### src/rtl/seg_bcd_sequencer_pkg.sv
// Shared types and constants for the binary-to-BCD display sequencer.
// Latency: n/a (declarations only).
// Backpressure: n/a.
package seg_bcd_sequencer_pkg;

    // Sequencer FSM encoding
    typedef enum logic [1:0] {
        ST_IDLE  = 2'd0,
        ST_SHIFT = 2'd1,
        ST_DONE  = 2'd2
    } state_e;

    // One BCD digit as presented to the 7-segment decoder
    typedef logic [3:0] bcd_digit_t;

    // Largest value the three-digit display can show; larger inputs saturate
    localparam int MAX_VAL = 999;

    // Decoder code that lights no segments
    localparam bcd_digit_t BLANK_CODE = 4'hF;

    // Shift counter width, enough for IN_W up to 16
    localparam int CNT_W = 5;

endpackage

### src/rtl/seg_bcd_sequencer_bcd_add3.sv
// Double-dabble correction cell: adds 3 to a BCD digit that is 5 or more.
// Latency: combinational.
// Backpressure: none.
// Ports: digit_i - digit before correction; digit_o - corrected digit.
module bcd_add3
    import seg_bcd_sequencer_pkg::*;
(
    input  logic [3:0] digit_i,
    output logic [3:0] digit_o
);

    assign digit_o = (digit_i >= 4'd5) ? (digit_i + 4'd3) : digit_i;

endmodule

### src/rtl/seg_bcd_sequencer.sv
// Converts an accepted binary value (saturated at 999) into three BCD digits by serial double-dabble.
// Latency: IN_W+2 cycles from handshake to out_valid; one value per IN_W+2 cycles.
// Backpressure: in_ready only in IDLE; in_valid outside IDLE is ignored, requester must hold it.
// Ports: Clk/Rst_n (async active-low), in_valid/in_value/in_ready (input handshake),
//        hundreds/tens/ones (held digits), out_valid (1-cycle pulse), overflow (last value > 999).
// Option: LEADING_ZERO_BLANK_EN replaces leading zero hundreds/tens with BLANK_CODE.
module seg_bcd_sequencer
    import seg_bcd_sequencer_pkg::*;
#(
    parameter int IN_W = 10
)
(
    input  logic            Clk,
    input  logic            Rst_n,
    input  logic            in_valid,
    input  logic [IN_W-1:0] in_value,
    output logic            in_ready,
    output logic [3:0]      hundreds,
    output logic [3:0]      tens,
    output logic [3:0]      ones,
    output logic            out_valid,
    output logic            overflow
);

    localparam logic [IN_W-1:0]  MAX_IN   = IN_W'(MAX_VAL);
    localparam logic [CNT_W-1:0] LAST_CNT = CNT_W'(IN_W - 1);

`ifdef LEADING_ZERO_BLANK_EN
    localparam bcd_digit_t RST_HT = BLANK_CODE;
`else
    localparam bcd_digit_t RST_HT = 4'h0;
`endif

    state_e           state_q, state_d;
    logic             accept, shifting, done_st, last_shift;
    logic [CNT_W-1:0] cnt_q, cnt_d;
    logic [IN_W-1:0]  sreg_q, sreg_d;
    logic [11:0]      bcd_q, bcd_d, bcd_corr;
    bcd_digit_t       hund_q, hund_d, tens_q, tens_d, ones_q, ones_d;
    logic             ovf_q, ovf_d;
    logic             ovld_q;

    // Correction step applied to all three digits before every shift
    bcd_add3 u_add3_ones (.digit_i(bcd_q[3:0]),  .digit_o(bcd_corr[3:0]));
    bcd_add3 u_add3_tens (.digit_i(bcd_q[7:4]),  .digit_o(bcd_corr[7:4]));
    bcd_add3 u_add3_hund (.digit_i(bcd_q[11:8]), .digit_o(bcd_corr[11:8]));

    // FSM: state register
    always_ff @(posedge Clk or negedge Rst_n) begin
        if (!Rst_n) begin
            state_q <= ST_IDLE;
        end else begin
            state_q <= state_d;
        end
    end

    // FSM: next state
    always_comb begin
        state_d = state_q;
        case (state_q)
            ST_IDLE:  if (accept)     state_d = ST_SHIFT;
            ST_SHIFT: if (last_shift) state_d = ST_DONE;
            ST_DONE:                  state_d = ST_IDLE;
            default:                  state_d = ST_IDLE;
        endcase
    end

    // FSM: outputs / datapath controls
    always_comb begin
        in_ready   = (state_q == ST_IDLE);
        accept     = in_valid && (state_q == ST_IDLE);
        shifting   = (state_q == ST_SHIFT);
        done_st    = (state_q == ST_DONE);
        last_shift = (state_q == ST_SHIFT) && (cnt_q == LAST_CNT);
    end

    // Datapath next state
    always_comb begin
        cnt_d  = cnt_q;
        sreg_d = sreg_q;
        bcd_d  = bcd_q;
        ovf_d  = ovf_q;
        hund_d = hund_q;
        tens_d = tens_q;
        ones_d = ones_q;
        if (accept) begin
            cnt_d = '0;
            bcd_d = '0;
            if (in_value > MAX_IN) begin
                sreg_d = MAX_IN;
                ovf_d  = 1'b1;
            end else begin
                sreg_d = in_value;
                ovf_d  = 1'b0;
            end
        end
        if (shifting) begin
            cnt_d  = cnt_q + CNT_W'(1);
            sreg_d = {sreg_q[IN_W-2:0], 1'b0};
            // Hundreds never exceeds 9, so the carry out of the corrected
            // hundreds digit is always zero and is dropped by the truncation.
            bcd_d  = 12'({bcd_corr, sreg_q[IN_W-1]});
        end
        // Display registers only load here, so shift contents never reach them
        if (done_st) begin
            hund_d = bcd_q[11:8];
            tens_d = bcd_q[7:4];
            ones_d = bcd_q[3:0];
`ifdef LEADING_ZERO_BLANK_EN
            if (bcd_q[11:8] == 4'd0) begin
                hund_d = BLANK_CODE;
                if (bcd_q[7:4] == 4'd0) begin
                    tens_d = BLANK_CODE;
                end
            end
`endif
        end
    end

    // Datapath registers
    always_ff @(posedge Clk or negedge Rst_n) begin
        if (!Rst_n) begin
            cnt_q  <= '0;
            sreg_q <= '0;
            bcd_q  <= '0;
            ovf_q  <= 1'b0;
            hund_q <= RST_HT;
            tens_q <= RST_HT;
            ones_q <= 4'h0;
            ovld_q <= 1'b0;
        end else begin
            cnt_q  <= cnt_d;
            sreg_q <= sreg_d;
            bcd_q  <= bcd_d;
            ovf_q  <= ovf_d;
            hund_q <= hund_d;
            tens_q <= tens_d;
            ones_q <= ones_d;
            ovld_q <= done_st;
        end
    end

    assign hundreds  = hund_q;
    assign tens      = tens_q;
    assign ones      = ones_q;
    assign overflow  = ovf_q;
    assign out_valid = ovld_q;

endmodule

### config.mk
export PLATFORM = sky130hd
export DESIGN_NAME = seg_bcd_sequencer
export DESIGN_NICKNAME = d
export VERILOG_FILES = /design/src/rtl/seg_bcd_sequencer_pkg.sv /design/src/rtl/seg_bcd_sequencer_bcd_add3.sv /design/src/rtl/seg_bcd_sequencer.sv
export SDC_FILE = /design/constraint.sdc
export NUM_CORES = 1
export LEC_CHECK = 0
export CAP_MARGIN = 25
export CORE_MARGIN = 3
export CORE_UTILIZATION = 53
export CTS_BUF_LIST = sky130_fd_sc_hd__clkbuf_16
export CTS_CLUSTER_SIZE = 10
export DETAILED_ROUTE_END_ITERATION = 8
export GPL_ROUTABILITY_DRIVEN = 0
export GPL_TIMING_DRIVEN = 0
export PLACE_DENSITY = 0.78
export SLEW_MARGIN = 20
export SYNTH_ARGS = -nofsm -noshare
export SYNTH_HDL_FRONTEND = slang
export SYNTH_SLANG_ARGS = --single-unit
### constraint.sdc
create_clock -name Clk -period 1.9 [get_ports Clk]
set_input_delay 0.475 -clock Clk [delete_from_list [all_inputs] [get_ports Clk]]
set_output_delay 0.475 -clock Clk [all_outputs]
set_load 0.02 [all_outputs]
==> reports/results.ini, run 1 <==
[drt]
drt_first_iter_violations = 71
wl_met1_mm = 1.677
viasPerCell = 5.700
wl_met2_mm = 2.012
met3WireLength_microns = 167
drt-total-wl_mm = 3.920
wire_per_inst_microns = 15.08
drc = 0
drt-pass1-iter-count = 4
top_layer = met4
vias = 1482
postRouteAntennaNets = 0

[logic_synthesis]
synth-edff-count = 0
synth_compound_area_share_pct = 15.56
synth.most_common_cell = dfrtp_1
synth_top_area_share_pct = 55.06
syn-num-nets = 200
synth_cells = 179
ys_types = 35
yosys_most_used_dff = dfrtp_1
async_flop_share_pct = 100.0
synth_seq_area_share_pct = 55.06
synthTopCellsByArea = dfrtp_1 55%, ha_1 5.1%, nand2_1 3.6%
synth_seq_cells = 43
synthesis.area_sq_um = 1954
synth_top_area_cell = dfrtp_1
synth_mux_area_share_pct = 4.994
synth_common_cells = 43 x dfrtp_1, 19 x nand2_1, 12 x nor2_1, 12 x o21ai_1, 8 x ha_1
syn_avg_cell_area_sq_um = 10.92
synth-simple-area-share_pct = 13.19
yosys.area_share.adder_pct = 5.122
synth_xor_area_share_pct = 2.241
ys_warn_count = 0
synth_top_family_by_area = compound AO/OA/AOI/OAI gates

[global_route]
antenna_found_initial = 0
grt_overflow = 0
track_usage_pct = 20.59
grt_max_degree = 33
grt_pass1_vias = 1460
grt_first_pass_wirelength_mm = 6.741

[timing]
setup-violations-final = 0
timing.final.ws_setup_ns = 0.1597
final_max_slew_viol_count = 0
fin_skew_ns = 0.006278
tightest_slew_ns = 0.4830
fmax_mhz = 574.6
grt_setup_unrepaired = false
relSlewSlack_pct = 67.76
tns_ns = 0
hold_viol_final = 0
post-route-period-util_pct = 91.59
period_needed_ns = 1.740

[layout]
nets = 235
antenna_cells = 0
layout-drive-gt1-share_pct = 9.346
syn2layout_area_growth_pct = 24.33

[clock_network]
insertion_delay_ns = 0.28
postCtsSetupRepairBufs = 0
ctsHtreeMaxLevel = 2
numCtsBuffers = 5
cts_buffer_depth = 2
cts_num_sinks = 43
root_buffer = clkbuf_16
clk_pin_slew_worst_paths_ns = 0.06
cts_tree = done

[die]
initial_core_util_pct = 56.78
die_width_microns = 66.73
rows = 21
dieArea_sq_um = 4452
io_pins = 28
core-area_sq_um = 3442
die_h_microns = 66.73

[pwr]
total_leakage_power_nw = 1.109
ir_drop_uv = 699.2
p_total_w = 0.004188
powerDensity_nw_per_um2 = 1724

[outcome]
outcome = finished, final reports clean

[worst_setup_path]
end_kind = flop
cp_max_fo = 10
crit_type = in -> reg
r2r-end = bcd_q[6]$_DFFE_PN0P_
r2r_slack_ns = 0.27
worstReg2RegStart = bcd_q[4]$_DFFE_PN0P_
cp-start-kind = input port
worst-r2r-cell-count = 6
crit_arrival_ns = 1.89
worstPathRequired_ns = 2.05

[placement]
io_buffers = 27
dp.final_hpwl_mm = 2.804
dpl_worst_slack_ns = -0.1185

[min_path]
hp-class = in -> async

[run]
cap_violations = 0

logic make-up after synthesis:
kind of cell    after synthesis
simple gates                 52
mux                           9
buf+inv                      16
xor+xnor                      5
compound gates               46
flops                        43
fa+ha+maj                     8
worst max path at each step:
stage                         from                     to  slack, ns  cells after the start
after floorplan           in_valid   bcd_q[7]$_DFFE_PN0P_       0.47                      5
after global placement       Rst_n  sreg_q[3]$_DFFE_PN0P_      -0.65                      1
after detailed placement  in_valid   bcd_q[7]$_DFFE_PN0P_      -0.12                      6
after CTS                 in_valid  sreg_q[0]$_DFFE_PN0P_       0.15                      5
after global routing      in_valid  sreg_q[4]$_DFFE_PN0P_       0.05                      5
final                     in_valid  sreg_q[0]$_DFFE_PN0P_       0.16                      5
what timing repair did:
item,4_1_cts,5_1_grt
endpoints found under the setup margin,1,0
endpoints found under the hold margin,0,0
resized for setup,1,0
hold buffers,0,0
placed cells by master, fill, tap and decap left out, types with 3 or more instances in the layout:
cell,synthesis,final
a22o_1,3,3
xnor2_1,3,3
nand2b_1,5,5
dfrtp_1,43,43
a21oi_1,5,5
nand2_1,19,19
clkbuf_16,0,5
o22ai_1,7,7
buf_2,6,7
o21ai_1,12,12
nor2_1,12,12
clkdlybuf4s50_1,0,25
o31ai_1,4,4
inv_1,7,7
a22oi_1,5,5
mux2i_1,3,3
nand3_1,5,5
mux2_1,6,6
ha_1,8,8
a32o_1,3,3
registers in the layout (all words and copies together), names as in the netlist:
| name | flops |
|---|---|
| out_valid | 1 |
| hundreds | 4 |
| bcd_q | 12 |
| state_q | 2 |
| tens | 4 |
| cnt_q | 5 |
| overflow | 1 |
| sreg_q | 10 |
| ones | 4 |
routing by layer:
metal / up-vias / GRT usage (%)
met1: 738 / 24.81
met3: 6 / 5.565
met2: 28 / 35.02
met4: 0 / 7.614
met5: - / 0
li1: 710 / -
per-stage QoR:
step | hold WS, ns | util, % | cell area (sq um) | std cells
floorplan | 0.1794 | - | 1954 | 179
CTS | 0.07419 | 70.59 | 2430 | 260
global route | 0.08630 | 70.59 | 2430 | 260
global placement | 0.4593 | 66.30 | 2282 | 252
finish | 0.07226 | 70.59 | 2430 | 260
detailed placement | 0.3727 | 66.74 | 2297 | 253
power by group:
part           total, W  switching, W  internal [W]
Sequential      0.00159      0.000280       0.00131
Combinational   0.00180      0.000968      0.000837
Clock          0.000791      0.000320      0.000472
worst max-delay path, cell delays in order:
cell and delay, ns:
clkdlybuf4s50_1 0.49, or3b_4 0.40, clkbuf_1 0.24, nor2_1 0.18, a21oi_1 0.10
area by class of cell:
class	count	area, sq um
multi-input cells	120	803.3
repair buffers	28	284.0
well taps	46	57.56
flip-flops and latches	43	1076
clock buffers	5	125.1
inverters	8	30.03
plain buffers	8	45.04
clock inverters	2	8.758
fillers	250	1012
No activity file was read; power rests on OpenSTA's default activity.
==> run 2: changes to the inputs <==
--- a/config.mk
+++ b/config.mk
@@ -7,13 +7,13 @@
 export LEC_CHECK = 0
 export CAP_MARGIN = 25
 export CORE_MARGIN = 3
-export CORE_UTILIZATION = 53
+export CORE_UTILIZATION = 50
 export CTS_BUF_LIST = sky130_fd_sc_hd__clkbuf_16
 export CTS_CLUSTER_SIZE = 10
 export DETAILED_ROUTE_END_ITERATION = 8
 export GPL_ROUTABILITY_DRIVEN = 0
 export GPL_TIMING_DRIVEN = 0
-export PLACE_DENSITY = 0.78
+export PLACE_DENSITY = 0.74
 export SLEW_MARGIN = 20
 export SYNTH_ARGS = -nofsm -noshare
 export SYNTH_HDL_FRONTEND = slang
==> reports/results.ini, run 2 (synthesis gave the netlist of run 1 again) <==
[outcome]
outcome = finished, final reports clean

[timing]
tns_ns = 0  ; unchanged
relSlewSlack_pct = 69.02  ; +1.3 points
fmax_mhz = 567.2  ; -1.3%
hold_viol_final = 0  ; unchanged
timing.final.ws_setup_ns = 0.1369  ; -0.02282 ns
grt_setup_unrepaired = false
fin_skew_ns = 0.002671  ; -0.003607 ns
period_needed_ns = 1.763  ; +0.02282 ns
post-route-period-util_pct = 92.79  ; +1.2 points
final_max_slew_viol_count = 0  ; unchanged
tightest_slew_ns = 0.4647  ; -0.01827 ns
setup-violations-final = 0  ; unchanged

[min_path]
hp-class = in -> async

[layout]
final_cell_mix = 43 x dfrtp_1, 25 x clkdlybuf4s50_1, 19 x nand2_1, 12 x nor2_1, 12 x o21ai_1
syn2layout_area_growth_pct = 24.58
nets = 235  ; unchanged
nFillCells = 310  ; +24%
antenna_cells = 0  ; unchanged
fin_util_pct = 65.52  ; -5.1 points
final_common_cell = dfrtp_1
largest_reg_flops = 12  ; unchanged
reg.largest.list = bcd_q: 12 flops, sreg_q: 10 flops, cnt_q: 5 flops
top_register = bcd_q
layout-drive-gt1-share_pct = 8.837  ; -0.51 points

[pwr]
powerDensity_nw_per_um2 = 1730  ; +0.39%
ir_drop_uv = 860.3  ; +23%
total_leakage_power_nw = 1.112  ; +0.27%

[worst_setup_path]
slowest_stage = clkdlybuf4s50_1
crit_arrival_ns = 1.93  ; +0.04 ns
cp_max_fo = 10  ; unchanged
critPathTopFamily = buffers and inverters
cpPeakStageDelay_ns = 0.49  ; about the same
cp-start-kind = input port
crit_type = in -> reg
worst-r2r-cell-count = 6  ; unchanged
end_kind = flop
r2r-end = bcd_q[6]$_DFFE_PN0P_
worstReg2RegStart = bcd_q[4]$_DFFE_PN0P_
cp.buffers_inverters = 2  ; unchanged
cp_cell_sequence = clkdlybuf4s50_1 -> or3b_4 -> nand2_2 -> buf_6 -> o31ai_1 -> a32o_1
worstPathRequired_ns = 2.07  ; +0.02 ns
r2r_slack_ns = 0.31  ; +0.04 ns

[die]
initial_core_util_pct = 52.59  ; -4.2 points
die_h_microns = 68.52  ; +2.7%
io_pins = 28  ; unchanged
dieArea_sq_um = 4695  ; +5.5%
core-area_sq_um = 3716  ; +8.0%
rows = 22  ; +4.8%
die_width_microns = 68.52  ; +2.7%

[global_route]
antenna_found_initial = 0  ; unchanged
track_usage_pct = 19.99  ; -0.60 points
grt_overflow = 0  ; unchanged
grt_max_degree = 28  ; -15%
grt_pass1_vias = 1426  ; -2.3%
grt_first_pass_wirelength_mm = 6.762  ; +0.31%

[clock_network]
cts_num_sinks = 43  ; unchanged
cts_buffer_depth = 2  ; unchanged
insertion_delay_ns = 0.28  ; about the same
root_buffer = clkbuf_16
cts_tree = done
numCtsBuffers = 5  ; unchanged
clk_pin_slew_worst_paths_ns = 0.06  ; about the same
ctsHtreeMaxLevel = 2  ; unchanged

[drt]
drt_first_iter_violations = 118  ; +66%
drt-pass1-iter-count = 4  ; unchanged
drt-total-wl_mm = 4.140  ; +5.6%
postRouteAntennaNets = 0  ; unchanged
wire_per_inst_microns = 15.74  ; +4.4%
vias = 1498  ; +1.1%
drc = 0  ; unchanged
viasPerCell = 5.696  ; about the same

[run]
cap_violations = 0  ; unchanged

[placement]
dpl_worst_slack_ns = -0.1451  ; -0.02664 ns
dp.final_hpwl_mm = 2.910  ; +3.8%
io_buffers = 27  ; unchanged

run 2: worst max-delay path by stage:
stage | end | cells after the start | from
2_1_floorplan | bcd_q[7]$_DFFE_PN0P_ | 5 | in_valid
3_3_place_gp | sreg_q[0]$_DFFE_PN0P_ | 1 | Rst_n
3_5_place_dp | bcd_q[7]$_DFFE_PN0P_ | 6 | in_valid
4_1_cts | bcd_q[7]$_DFFE_PN0P_ | 6 | in_valid
5_1_grt | in_ready | 2 | state_q[1]$_DFFE_PN0P_
6_report | bcd_q[7]$_DFFE_PN0P_ | 6 | in_valid
run 2: per-stage QoR:
step,instances,cell area [sq um],total power [W],hold WS (ns)
CTS,263,2435,0.004228,0.1335
floorplan,179,1954,0.002795,0.1794
detailed placement,255,2300,0.003416,0.4338
global route,263,2435,0.004508,0.1449
global placement,254,2285,0.003316,0.4600
finish,263,2435,0.004213,0.1202
run 2: per-layer routing:
layer  share of wire, %  track usage, %  vias up
met1                 44           25.24      735
met3                4.7           3.890        9
met2                 49           32.78       42
li1                   -               -      712
met4                1.8           9.677        0
met5                  0               0        -
run 2: final cells by class:
type                    count  area (sq um)  area share [%]
repair buffers             28         284.0           11.66
clock inverters             3         11.26          0.4625
plain buffers               8         45.04           1.850
clock buffers               5         125.1           5.139
flip-flops and latches     43          1076           44.19
multi-input cells         120         803.3           32.99
inverters                   8         30.03           1.233
well taps                  48         60.06           2.467
run 2: timing repair:
action | 4_1_cts | 5_1_grt
gates resized for setup | 1 | 0
setup endpoints to repair | 1 | 0
hold buffers | 0 | 0
buffers inserted | 0 | 0
run 2: power by group:
part / internal (W) / switching (W) / total, W
clock network: 0.000473 / 0.000328 / 0.000800
registers: 0.00131 / 0.000289 / 0.00160
logic: 0.000836 / 0.000975 / 0.00181
total: 0.00262 / 0.00159 / 0.00421
==> run 3: changes to the inputs <==
--- a/config.mk
+++ b/config.mk
@@ -5,14 +5,11 @@
 export SDC_FILE = /design/constraint.sdc
 export NUM_CORES = 1
 export LEC_CHECK = 0
-export CAP_MARGIN = 25
 export CORE_MARGIN = 3
 export CORE_UTILIZATION = 50
-export CTS_BUF_LIST = sky130_fd_sc_hd__clkbuf_16
 export CTS_CLUSTER_SIZE = 10
 export DETAILED_ROUTE_END_ITERATION = 8
 export GPL_ROUTABILITY_DRIVEN = 0
-export GPL_TIMING_DRIVEN = 0
 export PLACE_DENSITY = 0.74
 export SLEW_MARGIN = 20
 export SYNTH_ARGS = -nofsm -noshare
==> reports/results.ini, run 3 (synthesis gave the netlist of run 1 again) <==
[worst_setup_path]
slowest_stage = clkdlybuf4s50_1
worstReg2RegStart = bcd_q[4]$_DFFE_PN0P_
cpPeakStageDelay_ns = 0.62  ; +0.13 ns
worstPathRequired_ns = 1.42  ; -0.65 ns
cp-start-kind = flop
critPathTopFamily = buffers and inverters
crit_type = reg -> out
end_kind = output port
cp_cell_sequence = clkdlybuf4s50_1
cp.buffers_inverters = 1  ; -1
crit_arrival_ns = 1.28  ; -0.65 ns
cp_max_fo = 2  ; -8
crit_start = hundreds[2]$_DFFE_PN0P_

[timing]
grt_setup_unrepaired = false
tightest_slew_ns = 0.6320  ; +0.1673 ns
tns_ns = 0  ; unchanged
fmax_mhz = 568.8  ; +0.29%
post-route-period-util_pct = 92.53  ; -0.27 points
setup-violations-final = 0  ; unchanged
hold_viol_final = 0  ; unchanged
timing.hold.ws_ns = 0.1237  ; +0.003461 ns
fin_skew_ns = 0.003969  ; +0.001298 ns
final_max_slew_viol_count = 0  ; unchanged
period_needed_ns = 1.758  ; -0.005062 ns
relSlewSlack_pct = 57.87  ; -11 points

[layout]
final_cell_mix = 43 x dfrtp_1, 25 x clkdlybuf4s50_1, 19 x nand2_1, 13 x buf_4
nets = 240  ; +2.1%
largest_reg_flops = 12  ; unchanged
stdcell_area_sq_um = 2469  ; +1.4%
syn2layout_area_growth_pct = 26.31
top_register = bcd_q
antenna_cells = 0  ; unchanged
final_common_cell = dfrtp_1
fin_util_pct = 66.43  ; +0.91 points
layout-drive-gt1-share_pct = 12.73  ; +3.9 points
reg.largest.list = bcd_q: 12 flops, sreg_q: 10 flops, cnt_q: 5 flops

[clock_network]
root_buffer = clkbuf_8
clk_pin_slew_worst_paths_ns = 0.08  ; +0.02 ns
ctsHoldBuffers = 0  ; unchanged
cts_buffer_depth = 2  ; unchanged
insertion_delay_ns = 0.30  ; +0.02 ns
numCtsBuffers = 5  ; unchanged
cts_num_sinks = 43  ; unchanged
cts_tree = done
ctsHtreeMaxLevel = 2  ; unchanged

[pwr]
ir_drop_uv = 799.4  ; -7.1%
powerDensity_nw_per_um2 = 1701  ; -1.7%
total_leakage_power_nw = 1.137  ; +2.3%
p_total_w = 0.004200  ; -0.31%

[die]
die_width_microns = 68.52  ; unchanged
io_pins = 28  ; unchanged
dieArea_sq_um = 4695  ; unchanged
die_h_microns = 68.52  ; unchanged
initial_core_util_pct = 52.59  ; unchanged
core-area_sq_um = 3716  ; unchanged
rows = 22  ; unchanged

[drt]
viasPerCell = 5.511  ; -3.2%
drt_first_iter_violations = 68  ; -42%
wire_per_inst_microns = 14.85  ; -5.7%
drt-total-wl_mm = 3.979  ; -3.9%
vias = 1477  ; -1.4%
drt-pass1-iter-count = 4  ; unchanged
postRouteAntennaNets = 0  ; unchanged
drc = 0  ; unchanged

[global_route]
grt_pass1_vias = 1550  ; +8.7%
antenna_found_initial = 0  ; unchanged
grt_overflow = 0  ; unchanged
track_usage_pct = 20.37  ; +0.39 points
grt_max_degree = 25  ; -11%
grt_first_pass_wirelength_mm = 7.031  ; +4.0%

[placement]
dpl-instance-area_sq_um = 2352  ; +2.3%
dp.final_hpwl_mm = 2.983  ; +2.5%
io_buffers = 27  ; unchanged

[min_path]
hp-class = in -> async

[outcome]
outcome = finished, final reports clean

[run]
cap_violations = 0  ; unchanged

==> run 3: cell types whose count changed in the layout (fill, tap and decap cells not counted), sizes merged <==
cell,delta
clkinv,-1
bufinv,+1
inv,-1
buf,+6
==> run 3: per-layer routing <==
metal  part of all wire (%)  GRT usage, %
met2                     52         34.21
met3                    5.0         5.673
met4                    1.6         9.181
met1                     42         24.16
met5                      0             0
==> run 3: power by group <==
| part | total (W) | switching [W] | internal [W] | leakage (nW) |
|---|---|---|---|---|
| Sequential | 0.00158 | 0.000269 | 0.00131 | 0.540 |
| Clock | 0.000730 | 0.000305 | 0.000425 | 0.0612 |
| Combinational | 0.00189 | 0.000987 | 0.000904 | 0.536 |
| Total | 0.00420 | 0.00156 | 0.00264 | 1.14 |
==> run 3: worst paths after layout <==
check	endpoint	slack, ns	depth (start not counted)
max reg2reg	bcd_q[6]$_DFFE_PN0P_	0.28	6
max in group asynchronous	sreg_q[9]$_DFFE_PN0P_	1.29	2
min in group Clk	sreg_q[9]$_DFFE_PN0P_	0.48	2
min	tens[1]$_DFFE_PN0P_	0.12	1
min reg2reg	sreg_q[9]$_DFFE_PN0P_	0.48	2
max	hundreds[2]	0.14	1
==> run 3: layout make-up <==
cell class	count	area, sq um
Multi-Input combinational cell	120	803.3
Inverter	8	30.03
Timing Repair Buffer	41	381.6
Fill cell	298	1247
Sequential cell	43	1076
Tap cell	48	60.06
Clock buffer	6	82.58
Clock inverter	2	35.03
==> run 3: through the flow <==
step	setup slack (ns)	instances
CTS	0.1365	268
detailed placement	-0.08658	260
global placement	-0.04725	260
global route	0.1106	268
finish	0.1420	268
floorplan	0.4744	179
==> run 3: what timing repair did <==
action                                  4_1_cts  5_1_grt
endpoints found under the setup margin        1        0
resized for setup                             1        0
buffers inserted                              0        0
